===== config.mk =====
export PLATFORM = sky130hd
export DESIGN_NAME = rr_arbiter4
export DESIGN_NICKNAME = d
export VERILOG_FILES = /design/src/rtl/rr_arbiter4.sv
export SDC_FILE = /design/constraint.sdc
export NUM_CORES = 1
export LEC_CHECK = 0
export ABC_AREA = 1
export BUFFER_PORTS_ARGS = -buffer_cell sky130_fd_sc_hd__buf_2
export CORE_AREA = 2 2 56 58
export CTS_CLUSTER_DIAMETER = 40
export DETAILED_ROUTE_END_ITERATION = 6
export DIE_AREA = 0 0 58 60
export GPL_TIMING_DRIVEN = 0
export PLACE_DENSITY = 0.47
export SLEW_MARGIN = 10
export SYNTH_ARGS = -nofsm -noshare
export SYNTH_HDL_FRONTEND = slang
export SYNTH_SLANG_ARGS = --single-unit

===== constraint.sdc =====
create_clock -name clk -period 2.1 [get_ports clk]
set_input_delay 0.42 -clock clk [delete_from_list [all_inputs] [get_ports clk]]
set_output_delay 0.42 -clock clk [all_outputs]
set_load 0.005 [all_outputs]

===== src/rtl/rr_arbiter4.sv =====
// Four-way round-robin arbiter with a per-holder grant limit (MAX_HOLD cycles)
// and an active-low arbitration enable. All grant outputs come straight from flops.
module rr_arbiter4 #(
    parameter int MAX_HOLD = 4
) (
    input  logic       clk,
    input  logic       rst_n,
    input  logic       Enable,
    input  logic [3:0] req,
    output logic [3:0] gnt,
    output logic [1:0] gnt_idx,
    output logic       gnt_valid
);

    typedef enum logic {
        IDLE  = 1'b0,
        GRANT = 1'b1
    } state_t;

    state_t     state_q, state_d;
    logic [3:0] gnt_q, gnt_d;
    logic [1:0] idx_q, idx_d;
    logic [1:0] last_q, last_d;
    logic [3:0] hold_q, hold_d;

    logic [1:0] winner;
    logic       any_req;
    logic       holder_req;
    logic       at_limit;
    logic       take_new;
    logic       go_idle;

    // Search starts just after the last winner; offset 4 wraps back onto the
    // last winner itself, which is how a lone holder gets re-granted at its limit.
    function automatic logic [1:0] rr_pick(input logic [1:0] last, input logic [3:0] r);
        logic [1:0] pick;
        logic       found;
        logic [1:0] cand;
        pick  = last;
        found = 1'b0;
        for (int k = 1; k <= 4; k++) begin
            cand = last + 2'(k);
            if (!found && r[cand]) begin
                pick  = cand;
                found = 1'b1;
            end
        end
        return pick;
    endfunction

    assign winner     = rr_pick(last_q, req);
    assign any_req    = |req;
    assign holder_req = req[idx_q];
    assign at_limit   = (hold_q >= 4'(MAX_HOLD));

    // NOTE: every always_comb output gets a default first, so no path can infer a latch.
    always_comb begin
        take_new = 1'b0;
        go_idle  = 1'b0;
        unique case (state_q)
            IDLE: begin
                if (!Enable && any_req) take_new = 1'b1;
                else                    go_idle  = 1'b1;
            end
            GRANT: begin
                if (Enable)                go_idle  = 1'b1;
                else if (!holder_req)      take_new = any_req;
                else if (at_limit)         take_new = 1'b1;
                if (!Enable && !holder_req && !any_req) go_idle = 1'b1;
            end
            default: go_idle = 1'b1;
        endcase
    end

    always_comb begin
        state_d = state_q;
        idx_d   = idx_q;
        last_d  = last_q;
        hold_d  = hold_q;
        if (go_idle) begin
            state_d = IDLE;
            idx_d   = 2'd0;
            hold_d  = 4'd0;
        end else if (take_new) begin
            state_d = GRANT;
            idx_d   = winner;
            last_d  = winner;
            hold_d  = 4'd1;
        end else if (state_q == GRANT) begin
            hold_d  = hold_q + 4'd1;
        end
        gnt_d = (state_d == GRANT) ? (4'b0001 << idx_d) : 4'b0000;
    end

    // NOTE: state flops use non-blocking assignments so every register samples
    // the pre-edge values regardless of statement order.
    always_ff @(posedge clk or negedge rst_n) begin
        if (!rst_n) begin
            state_q <= IDLE;
            gnt_q   <= 4'b0000;
            idx_q   <= 2'd0;
            last_q  <= 2'b11;
            hold_q  <= 4'd0;
        end else begin
            state_q <= state_d;
            gnt_q   <= gnt_d;
            idx_q   <= idx_d;
            last_q  <= last_d;
            hold_q  <= hold_d;
        end
    end

    assign gnt       = gnt_q;
    assign gnt_idx   = idx_q;
    assign gnt_valid = (state_q == GRANT);

endmodule


* After elaboration in Yosys (flattened, before gate mapping)
Cells that the tools add are included.
** Word-level totals
- Input bits :: 7
- Output and inout bits :: 7
- Register bits :: 13
** Operators by class
- Shift-type cells :: 1
- Bitwise operators :: 2
- Muxes and demuxes :: 34
- Add/sub/neg operators :: 4
- Reductions and logical operators :: 15
- Order comparisons :: 6
** Operators with widths (number)
- 1-bit two-way mux :: 17
- 4-bit two-way mux :: 4
- 2-bit by 3-bit less-than comparator with 1-bit output, second input constant :: 5
- 2-bit two-way mux :: 6
- 1-bit binary-select mux with 2-bit select :: 5
- 1-bit logical AND :: 6
- 1-bit zero test :: 6
- 2-bit adder, second input constant :: 2
- 4-bit by 1-bit adder with 4-bit output, second input constant :: 1
- 4-bit by 3-bit greater-or-equal comparator with 1-bit output, second input constant :: 1
- 1-bit case mux with 2 select lines :: 2
- 4-bit OR reduction :: 1
- 1-bit by 2-bit << shifter with 4-bit output, first input constant :: 1
- 3-bit nonzero test :: 1
- 2-bit by 1-bit adder with 2-bit output, second input constant :: 1
- 1-bit inverter :: 2
- 2-bit AND reduction :: 1

* Logic depth before layout (Yosys ltp)
- Depth after elaboration :: 17
- Gate-level depth with buffers :: 12
- Mapped depth without buffers :: 12

* Worst setup path before layout
OpenSTA, ideal clock, no wires.
- Path type :: flip-flop to flip-flop
- Start point :: register last_q[0]
- End point :: register gnt_q[3] (netlist: gnt[3])
- Arrival time :: 1.322 ns
- Slack :: 0.666 ns
- Cell stages (with the launch flop) :: 13
- Setup time :: 0.113 ns
- Period minus slack after synthesis :: 1.434 ns
- Cells stage by stage :: dfstp_2 > buf_6 > nand2_1 > nand2_2 > nand2_2 > nand2_2 > inv_2 > nand3_1 > nand3_1 > nand3_2 > nand2_2 > nand2_1 > inv_1
** Between the ends
- Longest elaborated chain between the ends :: 17
- Elaborated cells between the ends (all ways) :: 28
- Those cells by class :: add/sub: 3; shift: 1; mux: 18; reduce/logical: 6
** Ends and longest elaborated chain
- start: declaration :: line 23 : logic [1:0] last_q, last_d;
- start signal: assignment :: line 108 : last_q <= last_d;
- 2-bit by 1-bit adder with 2-bit output :: line 42 : cand = last + 2'(k);
- 1-bit binary-select mux with 2-bit select :: line 43 : if (!found && r[cand]) begin
- 1-bit two-way mux (not written as such) :: line 43
- 1-bit two-way mux :: line 43
- 1-bit zero test :: line 43
- 1-bit logical AND :: line 43
- 1-bit two-way mux :: line 43
- 1-bit zero test :: line 43
- [3 not listed]
- 1-bit logical AND :: line 43
- 2-bit two-way mux * :: line 43
- 2-bit two-way mux * :: line 84 : end else if (take_new) begin
- 2-bit two-way mux * :: line 80 : if (go_idle) begin
- net idx_d[1] :: line 22 : logic [1:0] idx_q, idx_d;
- 1-bit by 2-bit << shifter with 4-bit output * :: line 92 : gnt_d = (state_d == GRANT) ? (4'b0001 << idx_d) : 4'b0000;
- 4-bit two-way mux * :: line 92
- net gnt_d[3] :: line 21 : logic [3:0] gnt_q, gnt_d;
- end signal: assignment :: line 106 : gnt_q <= gnt_d;
- end: declaration :: line 21
Mark *: on every way through the listed nets, which the timed path passes. The rest lies on a longest branch. The select of a mux whose other input is x is not followed.
A chain may end at the register's enable or synchronous reset.

* Final worst setup path
Ends and elaborated chain as after synthesis.

==> metrics <==
Post-Synth Simple-Gate Area=42.03%; Vias/cell=4.688; most numerous cell on the critical path=nand2_2; uppermost layer routed=met3; Tmin final=1595 ps; largest family of logic cells by synthesized area=simple AND/OR/NAND/NOR gates; slowest stage delay, CP=550 ps; critical path type=flip-flop to flip-flop; CTS Root Buffer Type=clkbuf_4; initial antenna violation count=0; Synth Net Count=118; Adder-Cell Fraction of Synth Area=1.517%; total chip power=1.256 mW; vias in the first global route=682; GRT Total Usage=11.42%; Worst Setup SP=last_q[0]; CP required=2280 ps; routed len/inst=11.26 um; ys async rst share=100.0%; cts repair resizes=0; largest net degree at the start of global routing=14; drt initial violations=34; Core Area=2903 sq um; Post-Syn Area per Cell=7.496 sq um; Final TNS setup=0 ps; most common cell in the netlist=nand2_1; most instantiated cells after synthesis=nand2_1, dfrtp_1, inv_1, nand2_2, a21oi_1; Synth Area in Compound Gates=7.891%; routed wl met3=90 um; R2R Path Start=last_q[0]; Seq. cell area=327.8 sq um; mux cell area share after synthesis=0%; slowest CP cell=dfstp_2; via count=750; max_cap viols=0; Synth Instances=110; Post-synth EDFFs=0; Post-CTS Setup Bufs=0; Seq cells post-synth=13; Top FF cell, synth=dfrtp_1; CP cell instances=buf_6 > nand2_1 > nand2_2 > nand2_2 > nand2_2 > inv_2 > nand3_1 > nand3_1 > nand3_2 > nand2_2 > nand2_1 > inv_1; CTS Buffer Depth=2; DP Wirelength=1423 um; grt total ovfl=0; DRT antenna net count=0; Port Buffer Count=13; GPL Wtd Cong=0.8030; post-synthesis sequential area ratio=39.76%; first-pass iteration count of the detailed router=4; number of I/O pins=14; Yosys cell types=20; Initial Util=28.41%; Num CTS Buffers=3; # fillers=318; status=complete, no violations; die width=58 um; Yosys Warn Count=0; Synth Area in XOR/XNOR=1.062%; area grow syn2layout=16.08%; Clock Skew=3.772 ps; n_diodes=0; R2R cell count=12; RSZ-0062 raised after global routing=no; H-tree depth=1; WL met1=885 um; Hold Fails Final Rpt=0; Final #Nets=136; worst setup path end=gnt[3]; leakage=0.5226 nW; Worst path depth=12; CTS tree=built; Hold Path Class=primary input to async pin; Crit Path Max Fanout=10; reg2reg end=gnt[3]; crit start category=flip-flop; DR DRC count=0; Sink Count=13; Pwr Density=1312 nW/um^2; Peak VDD IR=0.5358 mV; R2R setup slack=500 ps; crit path DAT=1770 ps; fraction of layout cells with a size suffix above 1=31.50%; Post-CTS Hold Fix Bufs=0; leading area contributor after synthesis=dfrtp_1; Bufs and invs on worst path=3; post-synth top area share=33.38%; Final Cycle Share=75.96%; count of pins over their slew limit=0; first-pass GRT wire length=3049 um; final setup vio count=0; row count=20; DR WL met2=825 um; final wirelength=1801 um; Skew-Pair Late Insertion Delay=270 ps; Top Family by Delay on Critical Path=simple AND/OR/NAND/NOR gates; largest cells by area after synthesis=dfrtp_1, nand2_1, nand2_2; Die H=60 um; multi-input logic area=436.7 sq um; CTS clk-pin slew, worst paths=80 ps; f_max=0.6269 GHz; Critical Path End Type=flip-flop; Die ar.=3480 sq um; synthesized area=824.5 sq um
sequential cells by signal, indices dropped and copies added (netlist names):
signal     cells
gnt            4
gnt_idx        2
gnt_valid      1
hold_q         4
last_q         2
through the flow:
step,hold WS (ps),area (sq um),utilization [%],worst slack [ps],instances
finish,15.20,957.2,32.97,504.8,160
global route,24.62,957.2,32.97,364.5,160
floorplan,124.4,824.5,-,665.6,110
CTS,16.31,957.2,32.97,501.2,160
global placement,318.6,930.9,32.07,497.7,156
detailed placement,324.2,930.9,32.07,512.3,156
how the worst min path moves through the flow:
| stage | to | from | cells after the start |
|---|---|---|---|
| global placement | gnt[1] | rst_n | 1 |
| global route | gnt[1] | rst_n | 1 |
| CTS | gnt[1] | rst_n | 1 |
| detailed placement | gnt[0] | rst_n | 1 |
| finish | gnt[1] | rst_n | 1 |
| floorplan | gnt[0] | rst_n | 0 |
where the power goes:
part	switching, mW	internal [mW]
Sequential	0.0484	0.326
Combinational	0.473	0.256
Clock	0.0785	0.0735
kinds of logic (layout without fill, tap and decap cells):
kind of cell,count (synthesis),after routing
adder cells (fa/ha/maj),1,1
AND/OR/NAND/NOR,67,67
other,1,1
AO/OA/AOI/OAI,13,13
XOR/XNOR,1,1
buffers and inverters,14,31
flip-flops,13,13
area by class of cell:
type / count / share of cell area, %
buffer: 1 / 1.176
clock buffer: 4 / 2.745
inverter: 13 / 5.098
multi-input combinational: 83 / 45.62
sequential: 13 / 34.25
tap: 33 / 4.314
timing repair buffer: 13 / 6.797
metal layers:
layer / track usage, % / up-vias
met5: 0 / -
met4: 3.987 / 0
met3: 2.814 / 0
met2: 18.34 / 20
met1: 14.97 / 345
li1: - / 385
cell usage in the layout, fill, tap and decap left out:
cell type	n
nand2_1	33
buf_2	13
dfrtp_1	11
inv_1	9
nand2_2	9
a21oi_1	7
nor2_1	6
nand3_1	6
nand4_1	5
inv_2	4
nand2_4	4
o21ai_0	4
clkbuf_4	3
o21ai_1	2
nand3_2	2
dfstp_2	2
buf_6	1
nor2_4	1
nor2_2	1
xnor2_1	1
ha_1	1
clkbuf_1	1
conb_1	1
Note: power is estimated with default switching activity, not from simulation.
